File: src/rtl/alu_pkg.sv
// Shared encodings for the pipelined ALU: op types, ARM data-proc opcodes,
// shift types and NZCV flag bit positions.
package alu_pkg;
  localparam logic [3:0] TYPE_DP  = 4'b0000;
  localparam logic [3:0] TYPE_BR  = 4'b0001;
  localparam logic [3:0] TYPE_MUL = 4'b0011;

  localparam logic [3:0] OP_AND = 4'h0;
  localparam logic [3:0] OP_EOR = 4'h1;
  localparam logic [3:0] OP_SUB = 4'h2;
  localparam logic [3:0] OP_RSB = 4'h3;
  localparam logic [3:0] OP_ADD = 4'h4;
  localparam logic [3:0] OP_ADC = 4'h5;
  localparam logic [3:0] OP_SBC = 4'h6;
  localparam logic [3:0] OP_RSC = 4'h7;
  localparam logic [3:0] OP_TST = 4'h8;
  localparam logic [3:0] OP_TEQ = 4'h9;
  localparam logic [3:0] OP_CMP = 4'hA;
  localparam logic [3:0] OP_CMN = 4'hB;
  localparam logic [3:0] OP_ORR = 4'hC;
  localparam logic [3:0] OP_MOV = 4'hD;
  localparam logic [3:0] OP_BIC = 4'hE;
  localparam logic [3:0] OP_MVN = 4'hF;

  localparam logic [1:0] SH_LSL = 2'b00;
  localparam logic [1:0] SH_LSR = 2'b01;
  localparam logic [1:0] SH_ASR = 2'b10;
  localparam logic [1:0] SH_ROR = 2'b11;

  localparam int FLAG_N = 3;
  localparam int FLAG_Z = 2;
  localparam int FLAG_C = 1;
  localparam int FLAG_V = 0;

  // TST/TEQ/CMP/CMN only set flags, they never write a register
  function automatic logic isCompare(input logic [3:0] op);
    return op[3:2] == 2'b10;
  endfunction
endpackage

File: src/rtl/alu_barrel_shifter.sv
// Combinational ARM-style barrel shifter with shifter carry-out.
// Amounts of DATA_W and beyond follow the ARM register-shift rules.
module alu_barrel_shifter
  import alu_pkg::*;
#(
  parameter int DATA_W  = 32,
  parameter int SHAMT_W = 8
) (
  input  logic [DATA_W-1:0]  value,
  input  logic [1:0]         shiftType,
  input  logic [SHAMT_W-1:0] amount,
  input  logic               carryIn,
  output logic [DATA_W-1:0]  result,
  output logic               carryOut
);
  localparam int unsigned W = DATA_W;

  int unsigned n, r;
  logic [DATA_W:0] ext;

  // Shifting through a one-bit extension yields the last bit shifted out,
  // which also covers the n == DATA_W and n > DATA_W cases directly.
  always_comb begin
    n        = 32'(amount);
    r        = n % W;
    ext      = '0;
    result   = value;
    carryOut = carryIn;
    if (n != 0) begin
      unique case (shiftType)
        SH_LSL: {carryOut, result} = {1'b0, value} << n;
        SH_LSR: {result, carryOut} = {value, 1'b0} >> n;
        SH_ASR: begin
          ext = $signed({value, 1'b0}) >>> n;
          {result, carryOut} = ext;
        end
        default: begin
          if (r == 0) carryOut = value[DATA_W-1];
          else begin
            result   = (value >> r) | (value << (W - r));
            carryOut = result[DATA_W-1];
          end
        end
      endcase
    end
  end
endmodule

File: src/rtl/alu_pipe.sv
// Two-stage ALU: S1 registers the shifted operand, S2 is the output register.
// Define ALU_MUL_EN to support type 0011 (MUL); otherwise it reports out_err.
module alu_pipe
  import alu_pkg::*;
#(
  parameter int DATA_W  = 32,
  parameter int SHAMT_W = 8,
  parameter int OFF_W   = 24,
  parameter int TAG_W   = 4
) (
  input  logic               clk,
  input  logic               reset,
  input  logic               in_valid,
  output logic               in_ready,
  input  logic [3:0]         in_type,
  input  logic [3:0]         in_opcode,
  input  logic               in_set_flags,
  input  logic [DATA_W-1:0]  in_op_a,
  input  logic [DATA_W-1:0]  in_op_b,
  input  logic [1:0]         in_shift_type,
  input  logic [SHAMT_W-1:0] in_shamt,
  input  logic [TAG_W-1:0]   in_tag,
  output logic               out_valid,
  input  logic               out_ready,
  output logic [DATA_W-1:0]  out_result,
  output logic               out_wr_en,
  output logic [3:0]         out_flags,
  output logic [TAG_W-1:0]   out_tag,
  output logic               out_err
);
  typedef struct packed {
    logic [3:0]        opType;
    logic [3:0]        opcode;
    logic              setFlags;
    logic [DATA_W-1:0] opA;
    logic [DATA_W-1:0] opB;
    logic              shCarry;
    logic              shZero;
    logic [TAG_W-1:0]  tag;
  } s1_t;

  s1_t               s1, s1Next;
  logic [2:1]        vldPipe;
  logic              s2Adv;
  logic [3:0]        flagsReg, flagsNext;
  logic [DATA_W-1:0] shRes;
  logic              shCarry;

  alu_barrel_shifter #(.DATA_W(DATA_W), .SHAMT_W(SHAMT_W)) uShift (
    .value    (in_op_b),
    .shiftType(in_shift_type),
    .amount   (in_shamt),
    .carryIn  (flagsReg[FLAG_C]),
    .result   (shRes),
    .carryOut (shCarry)
  );

  assign s2Adv     = !vldPipe[2] || out_ready;
  assign in_ready  = !vldPipe[1] || s2Adv;
  assign out_valid = vldPipe[2];
  assign out_flags = flagsReg;

  // A zero shift keeps C; that C is resolved in S2 so it sees the op ahead.
  always_comb begin
    s1Next.opType   = in_type;
    s1Next.opcode   = in_opcode;
    s1Next.setFlags = in_set_flags;
    s1Next.opA      = in_op_a;
    s1Next.opB      = (in_type == TYPE_DP) ? shRes : in_op_b;
    s1Next.shCarry  = shCarry;
    s1Next.shZero   = (in_shamt == '0);
    s1Next.tag      = in_tag;
  end

  logic [DATA_W-1:0] addX, addY, dpRes, resNext, offExt;
  logic [DATA_W:0]   sum;
  logic              addCin, isArith, cIn, shC, ovf, wrNext, errNext;
  logic signed [OFF_W-1:0] offS;
`ifdef ALU_MUL_EN
  logic [DATA_W-1:0] mulRes;
`endif

  // Subtracts are a + ~b + carry, so C comes out as NOT borrow directly.
  always_comb begin
    cIn     = flagsReg[FLAG_C];
    shC     = s1.shZero ? cIn : s1.shCarry;
    addX    = s1.opA;
    addY    = s1.opB;
    addCin  = 1'b0;
    isArith = 1'b1;
    unique case (s1.opcode)
      OP_SUB, OP_CMP: begin addY = ~s1.opB; addCin = 1'b1; end
      OP_RSB:         begin addX = s1.opB; addY = ~s1.opA; addCin = 1'b1; end
      OP_ADD, OP_CMN: ;
      OP_ADC:         addCin = cIn;
      OP_SBC:         begin addY = ~s1.opB; addCin = cIn; end
      OP_RSC:         begin addX = s1.opB; addY = ~s1.opA; addCin = cIn; end
      default:        isArith = 1'b0;
    endcase
    sum = {1'b0, addX} + {1'b0, addY} + (DATA_W+1)'(addCin);
    ovf = (addX[DATA_W-1] == addY[DATA_W-1]) && (sum[DATA_W-1] != addX[DATA_W-1]);

    unique case (s1.opcode)
      OP_AND, OP_TST: dpRes = s1.opA & s1.opB;
      OP_EOR, OP_TEQ: dpRes = s1.opA ^ s1.opB;
      OP_ORR:         dpRes = s1.opA | s1.opB;
      OP_MOV:         dpRes = s1.opB;
      OP_BIC:         dpRes = s1.opA & ~s1.opB;
      OP_MVN:         dpRes = ~s1.opB;
      default:        dpRes = sum[DATA_W-1:0];
    endcase

    offS   = s1.opB[OFF_W-1:0];
    offExt = DATA_W'(offS);
`ifdef ALU_MUL_EN
    mulRes = s1.opA * s1.opB;
`endif

    flagsNext = flagsReg;
    resNext   = '0;
    wrNext    = 1'b0;
    errNext   = 1'b0;
    case (s1.opType)
      TYPE_DP: begin
        resNext = dpRes;
        wrNext  = !isCompare(s1.opcode);
        if (s1.setFlags) begin
          flagsNext[FLAG_N] = dpRes[DATA_W-1];
          flagsNext[FLAG_Z] = (dpRes == '0);
          flagsNext[FLAG_C] = isArith ? sum[DATA_W] : shC;
          if (isArith) flagsNext[FLAG_V] = ovf;
        end
      end
      TYPE_BR: begin
        resNext = s1.opA + offExt + DATA_W'(1);
        wrNext  = 1'b1;
      end
`ifdef ALU_MUL_EN
      TYPE_MUL: begin
        resNext = mulRes;
        wrNext  = 1'b1;
        if (s1.setFlags) begin
          flagsNext[FLAG_N] = mulRes[DATA_W-1];
          flagsNext[FLAG_Z] = (mulRes == '0);
        end
      end
`endif
      default: errNext = 1'b1;
    endcase
  end

  always_ff @(posedge clk) begin
    if (reset) begin
      vldPipe    <= '0;
      s1         <= '0;
      flagsReg   <= '0;
      out_result <= '0;
      out_wr_en  <= 1'b0;
      out_tag    <= '0;
      out_err    <= 1'b0;
    end else begin
      if (in_ready) begin
        vldPipe[1] <= in_valid;
        if (in_valid) s1 <= s1Next;
      end
      if (s2Adv) begin
        vldPipe[2] <= vldPipe[1];
        if (vldPipe[1]) begin
          out_result <= resNext;
          out_wr_en  <= wrNext;
          out_tag    <= s1.tag;
          out_err    <= errNext;
          flagsReg   <= flagsNext;
        end
      end
    end
  end
endmodule

File: config.mk
export PLATFORM = sky130hd
export DESIGN_NAME = alu_pipe
export DESIGN_NICKNAME = d
export VERILOG_FILES = /design/src/rtl/alu_pkg.sv /design/src/rtl/alu_barrel_shifter.sv /design/src/rtl/alu_pipe.sv
export SDC_FILE = /design/constraint.sdc
export NUM_CORES = 1
export LEC_CHECK = 0
export ABC_AREA = 1
export CAP_MARGIN = 20
export CELL_PAD_IN_SITES_DETAIL_PLACEMENT = 2
export CELL_PAD_IN_SITES_GLOBAL_PLACEMENT = 2
export CORE_MARGIN = 3
export CORE_UTILIZATION = 30
export DETAILED_ROUTE_END_ITERATION = 8
export GPL_TIMING_DRIVEN = 0
export HOLD_SLACK_MARGIN = 0.03
export PLACE_DENSITY_LB_ADDON = 0.1
export SYNTH_ARGS = -nofsm -noshare
export SYNTH_HDL_FRONTEND = slang
export SYNTH_HIERARCHICAL = 1
export SYNTH_SLANG_ARGS = --single-unit
File: constraint.sdc
create_clock -name clk -period 11.1 [get_ports clk]
set_input_delay 1.665 -clock clk [delete_from_list [all_inputs] [get_ports clk]]
set_output_delay 1.665 -clock clk [all_outputs]
set_load 0.02 [all_outputs]
=== After elaboration in Yosys (flattened, before gate mapping) ===
Index checks and enable logic that the tools add are counted.

* Register bits: 123
* Bits in latches: 0
* Bits in writable memories: 0
* Memory bits (read-only): 0
* Input port bits: 91
* Output and inout bits: 44
* Logic and storage cells: 100
* Memories: 0

* $add $sub $neg: 5
* Multipliers: 0
* Divide/modulo/power cells: 0
* Magnitude comparators: 0
* Equality and inequality tests: 22
* Shift operators: 5
* Muxes and demuxes: 17
* Bitwise logic cells: 7
* Reduce and logical (&&, ||, !) cells: 27

{| class="wikitable"
|+ Operator list
! operator !! number
|-
| $pmux W32 S6 || 1
|-
| $mux W32 || 4
|-
| $pmux W32 S2 || 2
|-
| $pmux W32 S3 || 1
|-
| $and A32 B32 Y32 || 2
|-
| $logic_not A32 Y1 || 2
|-
| $not A32 Y32 || 2
|-
| $or A32 B32 Y32 || 2
|-
| $add A32 B32 Y33 || 1
|-
| $add A33 B1 Y33 || 1
|-
| $shl A32 B8 Y33 || 1
|-
| $shr A33 B8 Y33 || 1
|-
| $sshr A33 B8 Y33 || 1
|-
| $add A32 B1 Y32 const B || 1
|-
| $add A32 B32 Y32 || 1
|-
| $eq A4 B4 Y1 const B || 8
|-
| $shl A32 B32 Y32 || 1
|-
| $shr A32 B5 Y32 || 1
|-
| $xor A32 B32 Y32 || 1
|-
| $eq A4 B3 Y1 const B || 4
|-
| $logic_not A4 Y1 || 3
|-
| $reduce_and A5 Y1 || 2
|-
| $reduce_or A3 Y1 || 3
|-
| $eq A4 B1 Y1 const B || 2
|-
| other kinds (20) || 35
|}

=== Longest topological paths before layout ===
* Depth in word-level cells: 7
* Mapped depth: 26
* Gate-level depth less buffers: 25

=== Modules after synthesis ===
The synthesis kept the hierarchy.

{| class="wikitable"
|+ Modules (own cells, without submodules)
! module !! instances !! cells each !! area an instance (um^2) !! seq. area each (um^2)
|-
| alu_pipe || 1 || 2,119 || 12,391.9 || 2,462.4
|-
| alu_barrel_shifter || 1 || 1,601 || 7,509.7 || 0.0
|}

=== Worst setup path after synthesis ===
No wires, ideal clock.

* Path type: input port to flip-flop
* Start: input in_shamt[1]
* End: register s1, in the netlist offExt[1]
* Setup time: 58 ps
* Arrival time: 4,007 ps
* Required time: 11,042 ps
* Setup slack: 7,035 ps
* Cell stages on the path: 21
* Buffers on the path: 3
* Cells stage by stage: inv_2 buf_2 buf_2 ha_1 nand2_1 nor2_1 ha_1 inv_1 nand2_1 inv_1 clkbuf_1 nand2_1 nand3_1 nand2_1 a21oi_1 nand2_1 nand2_1 nand2_1 nand3_1 o211ai_1 inv_1

* Word-level cells in the longest chain between the ends: 7
* Elaborated cells on any way between the ends: 13
* Those cells by class: 1 x add/sub; 5 x shift; 4 x mux; 1 x bitwise; 2 x reduce/logical

{| class="wikitable"
|+ RTL lines
! item !! line !! text
|-
| start, declared || alu_pipe.sv:21 || <nowiki>input logic [SHAMT_W-1:0] in_shamt,</nowiki>
|-
| $sub A6 B5 Y7 || alu_barrel_shifter.sv:40 || <nowiki>result = (value >> r) | (value << (W - r));</nowiki>
|-
| $shl A32 B32 Y32 || alu_barrel_shifter.sv:40 ||
|-
| $or A32 B32 Y32 || alu_barrel_shifter.sv:40 ||
|-
| $mux W32 || alu_barrel_shifter.sv:38 || <nowiki>if (r == 0) carryOut = value[DATA_W-1];</nowiki>
|-
| $pmux W32 S3 || alu_barrel_shifter.sv:30 || <nowiki>unique case (shiftType)</nowiki>
|-
| $mux W32 * || alu_barrel_shifter.sv:29 || <nowiki>if (n != 0) begin</nowiki>
|-
| net shRes[1] || alu_pipe.sv:46 || <nowiki>logic [DATA_W-1:0] shRes;</nowiki>
|-
| $mux W32 * || alu_pipe.sv:69 || <nowiki>s1Next.opB = (in_type == TYPE_DP) ? shRes : in_op_b;</nowiki>
|-
| end signal, assigned || alu_pipe.sv:164 || <nowiki>if (in_valid) s1 <= s1Next;</nowiki>
|-
| end, declared || alu_pipe.sv:42 || <nowiki>s1_t s1, s1Next;</nowiki>
|}

Mark *: on every way through the listed nets, which the timed path passes. The rest lies on a longest branch.
A chain may end at the register's enable or synchronous reset.

=== Final worst setup path ===
* Start: input in_shamt[1]
* End: register s1[31] (netlist name)

Same word-level chain as after synthesis.

==> results.md <==
- The area taken by flip-flops and latches is 2460 um2.
- For the final routed database, the setup TNS stands at 0 ns.
- The number of fill cells is 8578.
- The clock tree buffer depth is 2.
- At the pin with the least slew margin, the transition time is 1.23 ns.
- The sequential fraction of the synthesis area is 0.124.
- Using the TritonRoute via totals, the vias-per-cell ratio works out to 5.87.
- The remaining routing DRC violations is 0.
- The count of antenna-violating nets left after detailed routing is 0.
- The wire length of the first global-routing pass is 207 mm.
- The worst hold path begins at out_wr_en.
- The number of input and output port buffers inserted is 134.
- The sequential power share is 0.216.
- The die is 264 um tall.
- The ratio of total power to cell area is 105 nW/um2.
- Of the cells placed in the final design, the portion with a size suffix greater than 1 is 0.0700.
- The worst register-to-register path ends at out_flags[2].
- The type of element launching the critical path is an input pin.
- The worst reg2reg path depth is 23.
- The starting density of the core is 0.306.
- The number of clock sinks is 123.
- The worst setup path is of the input pin to register kind.
- The worst hold path terminates at out_wr_en.
- The clock tree skew after final layout is 0.0234 ns.
- At the worst endpoint, the required time is 11.50 ns.
- The post-cts resize count is 0.
- Hold timing on the final database bottoms out at a slack of 0.491 ns.
- The tightest min-delay check is of the register to register type.
- The delay of the slowest cell on the worst path is 0.72 ns.
- The max-slew violation count is 0.
- The number of enable flip-flop cells after synthesis is 0.
- The final setup violation count is 0.
- Synthesis produced a netlist whose cell count is 3720.
- Synthesis inferred 123 register bits.
- Entering global routing, the biggest net connects 17 pins.
- The switching portion of total power is 0.507.
- The area of the die is 69500 um2.
- The highest fanout seen on the critical path is 10.
- The worst voltage drop across the vdd grid is 0.0787 mV.
- The flow ran to the end, and the final reports show no timing, DRC or antenna violations.
- The power share of the combinational group is 0.522.
- The cell at the slowest stage of the critical path is sky130_fd_sc_hd__clkbuf_1.
- The post-CTS setup buffer count is 0.
- From left edge to right edge, the die measures 264 um.
- Data arrives at the worst endpoint at 6.57 ns.
- The critical path goes through clkdlybuf4s50_1 > inv_2 > buf_2 > buf_2 > ha_1 > nand2_1 > nor2_1 > ha_1 > clkbuf_1 > a21oi_1 > nand3_1 > a21oi_1 > nand3_1 > nand2_1 > inv_1 > nand2_1 > nand3_1 > o211ai_1 > inv_1.
- Dividing the final minimum period by the clock period gives 0.556.
- For this block, the initial DRC count from the detailed router was 2113.
- The post-detailed-routing wire length is 144 mm.
- The number of antenna violations at the first check in global routing is 0.
- The first detailed-routing pass ran for 5 iterations.
- The number of warning messages in the yosys log is 6.
- The later pin in the worst-skew pair is clocked with a latency of 0.47 ns.
- The final-stage net count is 4063.
- The internal portion of total power is 1.19 mW.
- For this run, the leading register cell type out of synthesis is sky130_fd_sc_hd__dfxtp_1.
- Across the run, the number of max-cap violations was 0.
- The share of power burned in the clock network is 0.263.
- The mean instance size in the synthesized netlist is 5.35 um2.
- Hold repair after CTS inserted 0 buffers.
- The synthesized netlist contains 61 unique library cells.
- Static timing analysis puts the maximum clock frequency at 162 MHz.
- 135 I/O pins were placed.
- The multi-input combinational cell area is 14900 um2.
- The CTS root buffer is sky130_fd_sc_hd__clkbuf_16.
- The placer congestion estimate is 1.02.
- For this run the aggregate overflow at the end of global routing stands at 0.
- The number of rows in the core area is 93.
- Setup repair after global routing left no endpoint under its margin.
- The minimum period implied by the final worst setup slack is 6.17 ns.
- The worst hold path passes through 2 cells.
- The worst slew margin relative to its limit is 0.182.
- The analysis attributes to net switching a power of 1.22 mW.
- Clock-pin slew was measured on the worst setup and hold paths at 0.07 ns.
- TritonCTS built the clock tree.
- Relative to the synthesized area, the layout overhead comes to 15.3%.
- After detailed routing, the average wire length per cell comes to 30.4 um.
- The via count of the first global-routing pass is 29600.
- The number of antenna diodes is 0.
- The synthesized netlist net count is 3909.
- The worst setup path is captured at a register.
- The number of hold-slack violations in the final timing report is 0.
- The total half-perimeter wirelength after legalization and detailed placement is 121 mm.
- The global-route total usage across every layer is 0.404.
- For this run, asynchronously set or reset flops after synthesis account for 0.
- The area of the core is 65000 um2.
- Counting the buffers created by CTS gives 17.
- Summed over all cells, the static leakage comes to 10.9 nW.
- CTS built an H-tree with a depth of 4.
- The worst setup slack for register-to-register paths is 5.23 ns.
- The netlist area before placement is 19900 um2.
- The routed via count is 27900.
- The startpoint identified for the worst register-to-register timing path is s1[72].
[placed cells by master (no fill, tap or decap), types with 8 or more instances in the layout]
master | netlist | layout
sky130_fd_sc_hd__buf_1 | 23 | 23
sky130_fd_sc_hd__o22ai_1 | 42 | 42
sky130_fd_sc_hd__o21ai_0 | 229 | 229
sky130_fd_sc_hd__o211ai_1 | 106 | 106
sky130_fd_sc_hd__clkbuf_16 | 0 | 17
sky130_fd_sc_hd__dfxtp_1 | 123 | 123
sky130_fd_sc_hd__xor2_1 | 12 | 12
sky130_fd_sc_hd__o21a_1 | 11 | 11
sky130_fd_sc_hd__clkbuf_1 | 92 | 92
sky130_fd_sc_hd__a21oi_1 | 197 | 197
sky130_fd_sc_hd__nor3_1 | 23 | 23
sky130_fd_sc_hd__inv_1 | 386 | 386
sky130_fd_sc_hd__ha_1 | 95 | 95
sky130_fd_sc_hd__a31o_2 | 32 | 32
sky130_fd_sc_hd__nand4_1 | 37 | 37
sky130_fd_sc_hd__nand2_2 | 28 | 28
sky130_fd_sc_hd__buf_4 | 10 | 11
sky130_fd_sc_hd__inv_2 | 26 | 26
sky130_fd_sc_hd__nand2_1 | 1223 | 1223
sky130_fd_sc_hd__buf_6 | 12 | 12
sky130_fd_sc_hd__nand3_1 | 465 | 465
sky130_fd_sc_hd__buf_2 | 66 | 66
sky130_fd_sc_hd__or2_2 | 20 | 20
sky130_fd_sc_hd__o21ai_1 | 40 | 40
sky130_fd_sc_hd__clkdlybuf4s50_1 | 0 | 134
sky130_fd_sc_hd__o21bai_1 | 10 | 10
sky130_fd_sc_hd__nor2_1 | 260 | 260
sky130_fd_sc_hd__or2_1 | 8 | 8
sky130_fd_sc_hd__a31oi_1 | 42 | 42
[flip-flops by register name, summed over array words and instances, names as in the netlist]
name	cells
out_result	32
vldPipe	2
out_flags	4
out_err	1
out_wr_en	1
out_tag	4
s1	55
offExt	24
[cells in the mapped netlist, types with 3 or more instances]
master / count / share of area
sky130_fd_sc_hd__a21oi_1: 197 / 0.050
sky130_fd_sc_hd__nor3_1: 23 / 0.0058
sky130_fd_sc_hd__dfxtp_1: 123 / 0.12
sky130_fd_sc_hd__nand2_2: 28 / 0.0088
sky130_fd_sc_hd__or2_2: 20 / 0.0063
sky130_fd_sc_hd__nor2_2: 6 / 0.0019
sky130_fd_sc_hd__o21ai_0: 229 / 0.058
sky130_fd_sc_hd__o211ai_1: 106 / 0.040
sky130_fd_sc_hd__o21a_1: 11 / 0.0041
sky130_fd_sc_hd__or2_1: 8 / 0.0025
sky130_fd_sc_hd__inv_1: 386 / 0.073
sky130_fd_sc_hd__nand2_4: 7 / 0.0040
sky130_fd_sc_hd__a31o_2: 32 / 0.014
sky130_fd_sc_hd__and2_1: 4 / 0.0013
sky130_fd_sc_hd__a21boi_1: 5 / 0.0019
sky130_fd_sc_hd__o21ai_1: 40 / 0.010
sky130_fd_sc_hd__inv_2: 26 / 0.0049
sky130_fd_sc_hd__buf_4: 10 / 0.0038
sky130_fd_sc_hd__nand4_1: 37 / 0.012
sky130_fd_sc_hd__nor4_1: 4 / 0.0013
sky130_fd_sc_hd__clkbuf_1: 92 / 0.017
sky130_fd_sc_hd__buf_2: 66 / 0.017
sky130_fd_sc_hd__a21boi_0: 7 / 0.0026
sky130_fd_sc_hd__nor2_4: 5 / 0.0028
sky130_fd_sc_hd__xor2_1: 12 / 0.0053
sky130_fd_sc_hd__o22ai_1: 42 / 0.013
sky130_fd_sc_hd__o21bai_1: 10 / 0.0038
sky130_fd_sc_hd__clkinv_1: 3 / 0.00057
sky130_fd_sc_hd__ha_1: 95 / 0.060
sky130_fd_sc_hd__nor2_1: 260 / 0.049
sky130_fd_sc_hd__a21oi_2: 4 / 0.0018
sky130_fd_sc_hd__buf_6: 12 / 0.0068
sky130_fd_sc_hd__a211oi_1: 4 / 0.0015
sky130_fd_sc_hd__nand3b_1: 7 / 0.0026
sky130_fd_sc_hd__o21ai_2: 3 / 0.0013
sky130_fd_sc_hd__o2111ai_1: 7 / 0.0031
sky130_fd_sc_hd__buf_1: 23 / 0.0043
sky130_fd_sc_hd__o211ai_2: 7 / 0.0044
sky130_fd_sc_hd__a31oi_1: 42 / 0.013
sky130_fd_sc_hd__nand2_1: 1223 / 0.23
sky130_fd_sc_hd__fa_1: 3 / 0.0030
sky130_fd_sc_hd__nand3_1: 465 / 0.12
[layer usage]
metal  vias up  share of wire  track usage
li1      12600              -            -
met4         0           0.10        0.340
met5         -              0            0
met1     13800           0.38        0.439
met2       986           0.48        0.705
met3       417          0.040       0.0409
[cell type report]
cell class / count / area share
buffer: 204 / 0.0432
clock buffer: 18 / 0.0191
clock inverter: 14 / 0.00796
inverter: 416 / 0.0682
multi-input combinational: 2977 / 0.649
sequential: 123 / 0.107
tap: 855 / 0.0466
timing repair buffer: 135 / 0.0588
[worst max-delay path by stage]
stage / from / end / depth (start not counted)
detailed placement: in_shamt[1] / s1[31] / 19
CTS: in_shamt[1] / s1[31] / 19
floorplan: in_shamt[1] / offExt[1] / 21
global placement: in_shamt[1] / s1[31] / 19
finish: in_shamt[1] / s1[31] / 19
global route: in_shamt[1] / s1[31] / 19
[cells by family after synthesis]
| group | count (synthesis) | synth area share |
|---|---|---|
| simple gates | 2105 | 0.449 |
| compound gates | 760 | 0.229 |
| buf+inv | 620 | 0.128 |
| flops | 123 | 0.124 |
| fa+ha+maj | 98 | 0.0627 |
| xor+xnor | 13 | 0.00666 |
| mux | 1 | 0.000503 |
[power by group through the flow]
stage	combinational, mW	clock [mW]	sequential (mW)
3_3_place_gp	1.19	0	0.526
2_1_floorplan	0.691	0	0.520
3_5_place_dp	1.21	0	0.527
5_1_grt	1.34	0.651	0.523
4_1_cts	1.23	0.634	0.518
6_report	1.26	0.633	0.520
[metrics by stage]
step	cells	cell area, um2	total power [mW]	util	setup slack [ns]
finish	4742	22900	2.41	0.353	4.93
global route	4742	22900	2.52	0.353	4.87
CTS	4742	22900	2.38	0.353	5.08
detailed placement	4710	22300	1.74	0.343	4.62
global placement	4709	22300	1.71	0.343	4.64
floorplan	3720	19900	1.21	-	7.04
[worst max-delay path, delay by kind of cell]
| kind | cells | cell delay [ns] |
|---|---|---|
| AOI/OAI and AO/OA | 3 | 0.46 |
| buffers and inverters | 7 | 2.42 |
| adders and majority gates | 2 | 0.74 |
| and+or+nand+nor | 7 | 1.27 |
Note: power is estimated with default switching activity, not from simulation.
